--- src/rtl/iterative_multiplier_if.sv ---
// Handshake and result bundle between the EX-stage controller and the
// iterative MULT/MULTU unit.
interface iterative_multiplier_if #(
    parameter int WIDTH = 32
);
    logic             start;
    logic             is_signed;
    logic [WIDTH-1:0] operand_a;
    logic [WIDTH-1:0] operand_b;
    logic             busy;
    logic             done;
    logic [WIDTH-1:0] hi;
    logic [WIDTH-1:0] lo;

    modport master (
        output start,
        output is_signed,
        output operand_a,
        output operand_b,
        input  busy,
        input  done,
        input  hi,
        input  lo
    );

    modport slave (
        input  start,
        input  is_signed,
        input  operand_a,
        input  operand_b,
        output busy,
        output done,
        output hi,
        output lo
    );
endinterface

--- src/rtl/iterative_multiplier.sv ---
// Shift-add multiplier for MIPS MULT/MULTU: one WIDTH-bit add per cycle on
// operand magnitudes, sign applied once at the end, product held in HI/LO.
module iterative_multiplier #(
    parameter int WIDTH = 32
) (
    input  logic                 clk,
    input  logic                 reset,
    iterative_multiplier_if.slave bus
);

    localparam int CW = (WIDTH > 1) ? $clog2(WIDTH) : 1;

    localparam logic [1:0] ST_IDLE = 2'd0;
    localparam logic [1:0] ST_RUN  = 2'd1;
    localparam logic [1:0] ST_FIX  = 2'd2;

    localparam logic [CW-1:0] COUNT_LAST = CW'(WIDTH - 1);
    localparam logic [CW-1:0] COUNT_ONE  = CW'(1);

    // Two's complement magnitude; the most negative value maps onto itself,
    // which is the correct unsigned magnitude.
    function automatic logic [WIDTH-1:0] magnitude(input logic [WIDTH-1:0] value,
                                                   input logic             signed_mode);
        logic [WIDTH-1:0] result;
        if (signed_mode && value[WIDTH-1]) begin
            result = ~value + {{(WIDTH-1){1'b0}}, 1'b1};
        end else begin
            result = value;
        end
        return result;
    endfunction

    function automatic logic [2*WIDTH-1:0] negate_wide(input logic [2*WIDTH-1:0] value);
        return ~value + {{(2*WIDTH-1){1'b0}}, 1'b1};
    endfunction

    logic [1:0]       state_r;
    logic [WIDTH-1:0] mcand_r;
    logic [WIDTH-1:0] acc_hi_r;
    logic [WIDTH-1:0] acc_lo_r;
    logic             carry_r;
    logic             neg_r;
    logic [CW-1:0]    count_r;
    logic             busy_r;
    logic             done_r;
    logic [WIDTH-1:0] hi_r;
    logic [WIDTH-1:0] lo_r;

    logic [1:0]         state_s;
    logic [WIDTH-1:0]   mcand_s;
    logic [WIDTH-1:0]   acc_hi_s;
    logic [WIDTH-1:0]   acc_lo_s;
    logic               carry_s;
    logic               neg_s;
    logic [CW-1:0]      count_s;
    logic               busy_s;
    logic               done_s;
    logic [WIDTH-1:0]   hi_s;
    logic [WIDTH-1:0]   lo_s;

    logic [WIDTH-1:0]   addend_s;
    logic [WIDTH:0]     sum_s;
    logic [2*WIDTH:0]   shifted_s;
    logic [2*WIDTH-1:0] product_s;
    logic [2*WIDTH-1:0] signed_product_s;

    // Datapath: the single adder step, the shifted accumulator and the sign fix-up.
    always_comb begin
        addend_s         = acc_lo_r[0] ? mcand_r : {WIDTH{1'b0}};
        sum_s            = {carry_r, acc_hi_r} + {1'b0, addend_s};
        shifted_s        = {sum_s, acc_lo_r} >> 1;
        product_s        = {acc_hi_r, acc_lo_r};
        signed_product_s = neg_r ? negate_wide(product_s) : product_s;
    end

    // Next-state and next-register values for the IDLE -> RUN -> FIX sequence.
    always_comb begin
        state_s  = state_r;
        mcand_s  = mcand_r;
        acc_hi_s = acc_hi_r;
        acc_lo_s = acc_lo_r;
        carry_s  = carry_r;
        neg_s    = neg_r;
        count_s  = count_r;
        busy_s   = busy_r;
        done_s   = 1'b0;
        hi_s     = hi_r;
        lo_s     = lo_r;

        case (state_r)
            ST_IDLE: begin
                if (bus.start) begin
                    mcand_s  = magnitude(bus.operand_a, bus.is_signed);
                    acc_lo_s = magnitude(bus.operand_b, bus.is_signed);
                    acc_hi_s = {WIDTH{1'b0}};
                    carry_s  = 1'b0;
                    neg_s    = bus.is_signed & (bus.operand_a[WIDTH-1] ^ bus.operand_b[WIDTH-1]);
                    count_s  = {CW{1'b0}};
                    busy_s   = 1'b1;
                    state_s  = ST_RUN;
                end else begin
                    state_s  = ST_IDLE;
                end
            end
            ST_RUN: begin
                {carry_s, acc_hi_s, acc_lo_s} = shifted_s;
                count_s = count_r + COUNT_ONE;
                if (count_r == COUNT_LAST) begin
                    state_s = ST_FIX;
                end else begin
                    state_s = ST_RUN;
                end
            end
            ST_FIX: begin
                {hi_s, lo_s} = signed_product_s;
                done_s       = 1'b1;
                busy_s       = 1'b0;
                state_s      = ST_IDLE;
            end
            default: begin
                busy_s  = 1'b0;
                state_s = ST_IDLE;
            end
        endcase
    end

    // State and output registers; reset aborts any operation without a done pulse.
    always_ff @(posedge clk or posedge reset) begin
        if (reset) begin
            state_r  <= ST_IDLE;
            mcand_r  <= {WIDTH{1'b0}};
            acc_hi_r <= {WIDTH{1'b0}};
            acc_lo_r <= {WIDTH{1'b0}};
            carry_r  <= 1'b0;
            neg_r    <= 1'b0;
            count_r  <= {CW{1'b0}};
            busy_r   <= 1'b0;
            done_r   <= 1'b0;
            hi_r     <= {WIDTH{1'b0}};
            lo_r     <= {WIDTH{1'b0}};
        end else begin
            state_r  <= state_s;
            mcand_r  <= mcand_s;
            acc_hi_r <= acc_hi_s;
            acc_lo_r <= acc_lo_s;
            carry_r  <= carry_s;
            neg_r    <= neg_s;
            count_r  <= count_s;
            busy_r   <= busy_s;
            done_r   <= done_s;
            hi_r     <= hi_s;
            lo_r     <= lo_s;
        end
    end

    assign bus.busy = busy_r;
    assign bus.done = done_r;
    assign bus.hi   = hi_r;
    assign bus.lo   = lo_r;

endmodule

--- src/flat_wrapper.sv ---
// flat-port wrapper written by rule: the top's interface ports become plain ports
module iterative_multiplier_flat 
#(
    parameter int WIDTH = 32
)
  (clk, reset, bus_start, bus_is_signed, bus_operand_a, bus_operand_b, bus_busy, bus_done, bus_hi, bus_lo);
  iterative_multiplier_if #(.WIDTH(WIDTH)) bus_i ();
  input  logic clk;
  input  logic reset;
  input wire logic [$bits(bus_i.start)-1:0] bus_start;
  input wire logic [$bits(bus_i.is_signed)-1:0] bus_is_signed;
  input wire logic [$bits(bus_i.operand_a)-1:0] bus_operand_a;
  input wire logic [$bits(bus_i.operand_b)-1:0] bus_operand_b;
  output wire logic [$bits(bus_i.busy)-1:0] bus_busy;
  output wire logic [$bits(bus_i.done)-1:0] bus_done;
  output wire logic [$bits(bus_i.hi)-1:0] bus_hi;
  output wire logic [$bits(bus_i.lo)-1:0] bus_lo;
  assign bus_i.start = bus_start;
  assign bus_i.is_signed = bus_is_signed;
  assign bus_i.operand_a = bus_operand_a;
  assign bus_i.operand_b = bus_operand_b;
  assign bus_busy = bus_i.busy;
  assign bus_done = bus_i.done;
  assign bus_hi = bus_i.hi;
  assign bus_lo = bus_i.lo;
  iterative_multiplier #(.WIDTH(WIDTH)) u_core (.clk(clk), .reset(reset), .bus(bus_i));
endmodule
--- config.mk ---
export PLATFORM = sky130hd
export DESIGN_NAME = iterative_multiplier_flat
export DESIGN_NICKNAME = d
export VERILOG_FILES = /design/src/rtl/iterative_multiplier_if.sv /design/src/rtl/iterative_multiplier.sv /design/src/flat_wrapper.sv
export SDC_FILE = /design/constraint.sdc
export NUM_CORES = 1
export LEC_CHECK = 0
export BUFFER_PORTS_ARGS = -buffer_cell sky130_fd_sc_hd__buf_2
export CORE_ASPECT_RATIO = 1.5
export CORE_MARGIN = 2
export CORE_UTILIZATION = 35
export DETAILED_ROUTE_END_ITERATION = 8
export SLEW_MARGIN = 20
export SYNTH_ARGS = -nofsm -noshare
export SYNTH_HDL_FRONTEND = slang
export SYNTH_SLANG_ARGS = --single-unit
--- constraint.sdc ---
create_clock -name clk -period 5.6 [get_ports clk]
set_clock_uncertainty 0.2 [all_clocks]
set_input_delay 1.12 -clock clk [delete_from_list [all_inputs] [get_ports clk]]
set_output_delay 1.12 -clock clk [all_outputs]
set_load 0.01 [all_outputs]
==> results.cfg <==
[global_route]
grt.busiest_layer = met2
met1_usage_pct = 22.92
use_met2_pct = 33.97
met3_usage_pct = 3.126
antenna_found_initial = 1
grt-ovfl-total = 0
grt_pass1_vias = 9235
grt_max_degree = 171
track_usage_pct = 19.29
grt_pass1_wl_um = 49550

[clock_network]
hold_buffers = 0
clkTransAtPathRegs_ns = 0.07
cts-root-buf = clkbuf_16
cts.path.max_buffers = 2
post_cts_buffers = 0
clkSinkCount = 170
clock_latency_ns = 0.46
htree_num_levels = 4
cts_buffers = 17
cts_tree = done
cts.repair.resized = 0

[placement]
gp_congestion = 0.8880
dpl_cell_area_mm2 = 0.01187
dp_slack_ns = 1.413
dp_hpwl_um = 22500
portBuffers = 133

[yosys]
yosys_register_bits = 170
syn_area_mm2 = 0.01088
ys_types = 68
ys_warn_count = 0
synth.avg_cell_area_um2 = 8.544
synth_nets = 1379
synth_ff_type = dfrtp_1
synth_edf_count = 0
ys_seq_area_share_pct = 39.11
synthCells = 1273
async_flop_share_pct = 100.0

[status]
outcome = complete, no violations

[sta]
drv_slew = 0
setup_viol = 0
worstMarginPinSlew_ns = 0.9617
tns_ns = 0
max_clock_freq_mhz = 234.9
fin_crit_ns = 4.258
hold_viol_final = 0
relSlewSlack_pct = 35.65
fin_crit_sh_pct = 76.03
rsz0062_at_grt = false
setup_ws_ns = 1.342

[cells_and_area]
fin_area_mm2 = 0.01256
syn_to_final_growth_pct = 15.51
drive_gt1_share_pct = 14.28
fillers = 3171
final_common_cell = nand2_1
nets = 1466
final_cell_mix = nand2_1 (193), o21ai_0 (184), dfrtp_1 (169)

[floorplanning]
dieArea_mm2 = 0.03253
start_util_pct = 35.27
row_count = 79
die_w_um = 147.9
io_pins = 134
fp.dieH_um = 219.9
core_area_mm2 = 0.03084

[worst_setup_path]
start_kind = flop
r2r_slack_ns = 1.34
critPathKind = flop to flop
cp.arrival_ns = 4.40
cp_max_fo = 35
critical_path.endpoint_type = flop
worst-endpoint-required_ns = 5.74

[run]
drv_cap = 0

[detailed_routing]
num_vias = 9551
ant_nets = 0
routedWlPerCell_um = 17.31
drcViolationCount = 0
drt_iter0_drc = 432
dr.pass1.iters = 5
drt_wl_total_um = 30810
post_drt_via_cell_ratio = 5.366

[power_and_ir_drop]
power_density_mw_per_mm2 = 509.3
power_leakage_nw = 5.444
ir_worst_vdd_mv = 0.2383

[worst_hold_path]
hold_path_class = flop to flop
-- power breakdown --
part,switching [mW],internal [mW]
Clock,0.520,0.860
Combinational,1.60,1.19
Sequential,0.594,1.64
-- routing by layer --
metal,wire [um],up-vias
li1,-,4715
met1,12650,4530
met2,15870,256
met3,1228,50
met4,1071,0
met5,0,-
-- state kept, by name, indices dropped and copies added, names as in the netlist --
signal,flops
u_core.acc_lo_r,32
u_core.bus.lo,32
u_core.state_r,2
u_core.bus.hi,32
u_core.acc_hi_r,32
u_core.bus.busy,1
u_core.count_r,5
u_core.bus.done,1
u_core.mcand_r,32
u_core.neg_r,1
-- final cells by class --
type / instances / area (um2) / area share (%)
inverter: 30 / 116.4 / 0.9262
multi-input combinational: 1002 / 6277 / 49.97
clock buffer: 21 / 460.4 / 3.665
antenna: 2 / 5.005 / 0.03984
sequential: 170 / 4258 / 33.89
timing repair buffer: 139 / 723.2 / 5.756
clock inverter: 11 / 216.5 / 1.723
tap: 405 / 506.7 / 4.033
-- through the flow --
step | hold WS [ns] | util, % | cells | total power, mW
finish | 0.2700 | 40.74 | 1780 | 6.399
global route | 0.2903 | 40.73 | 1779 | 6.912
CTS | 0.2768 | 40.68 | 1778 | 6.434
detailed placement | 0.2621 | 38.49 | 1746 | 5.031
global placement | 0.2533 | 38.49 | 1746 | 4.982
floorplan | 0.2418 | - | 1273 | 4.240
-- synth_stat cells, types with 2 or more instances --
library cell  number  area (um2)
a211o_1            5       43.79
a211oi_1           3       22.52
a21boi_0           3       22.52
a21o_1            23       172.7
a21oi_1           62       310.3
a22o_1             2       17.52
a22oi_1           17       127.6
a311oi_1           3       26.28
a31oi_1            4       25.02
and2_1            35       219.0
and3_1             9       56.30
buf_1              5       18.77
clkbuf_1          65       244.0
dfrtp_1          170        4254
ha_1              37       462.9
inv_1             28       105.1
mux2i_1            3       30.03
nand2_1          194       728.2
nand2b_1           7       43.79
nand3_1           12       60.06
nand4_1           15       93.84
nor2_1            53       198.9
nor2b_1            8       50.05
nor3_1            15       75.07
nor4_1            12       75.07
nor4_2             5       62.56
o211ai_1           2       15.01
o21a_1             5       37.54
o21ai_0          184       920.9
o21ai_1           10       50.05
o21bai_1           3       22.52
o221ai_1           2       17.52
o22ai_1           28       175.2
o311ai_0           2       17.52
o31ai_1           29       217.7
o41ai_1           17       148.9
or2_2              3       18.77
or3_1             13       81.33
or4_1              9       67.56
xnor2_1           52       455.4
xor2_1            92       805.8
-- path summary, 6_finish.rpt --
check | from | endpoint | depth (start not counted)
setup / recovery | u_core.acc_lo_r[0]$_DFFE_PP0P_ | u_core.acc_hi_r[31]$_DFFE_PP0P_ | 10
max in group asynchronous | reset | u_core.neg_r$_DFFE_PP0P_ | 3
setup reg to reg | u_core.acc_lo_r[0]$_DFFE_PP0P_ | u_core.acc_hi_r[31]$_DFFE_PP0P_ | 10
hold reg to reg | u_core.mcand_r[26]$_DFFE_PP0P_ | u_core.mcand_r[26]$_DFFE_PP0P_ | 2
min in group asynchronous | reset | u_core.bus.lo[28]$_DFFE_PP0P_ | 3
hold / removal | u_core.mcand_r[26]$_DFFE_PP0P_ | u_core.mcand_r[26]$_DFFE_PP0P_ | 2
-- cell families (layout without fill, tap and decap cells) --
group / after synthesis / in the layout / share of synthesized area (%)
AOI/OAI and AO/OA: 415 / 415 / 23.09
xor gates and xnor gates: 144 / 144 / 11.60
adders and majority gates: 38 / 38 / 4.440
buffers and inverters: 101 / 201 / 3.497
DFF: 170 / 170 / 39.11
muxes: 3 / 3 / 0.2761
other: 0 / 2 / 0
and+or+nand+nor: 402 / 402 / 17.99
-- critical path: stages (launching register included) --
cell	delay (ns)
dfrtp_1	0.97
and2_1	0.24
ha_1	0.28
nor2b_1	0.15
o21ai_0	0.24
a21boi_0	0.19
o31ai_1	0.45
o211ai_1	0.32
a311oi_1	0.69
nor4b_1	0.14
a211o_1	0.25
No activity file was read; power rests on OpenSTA's default activity.
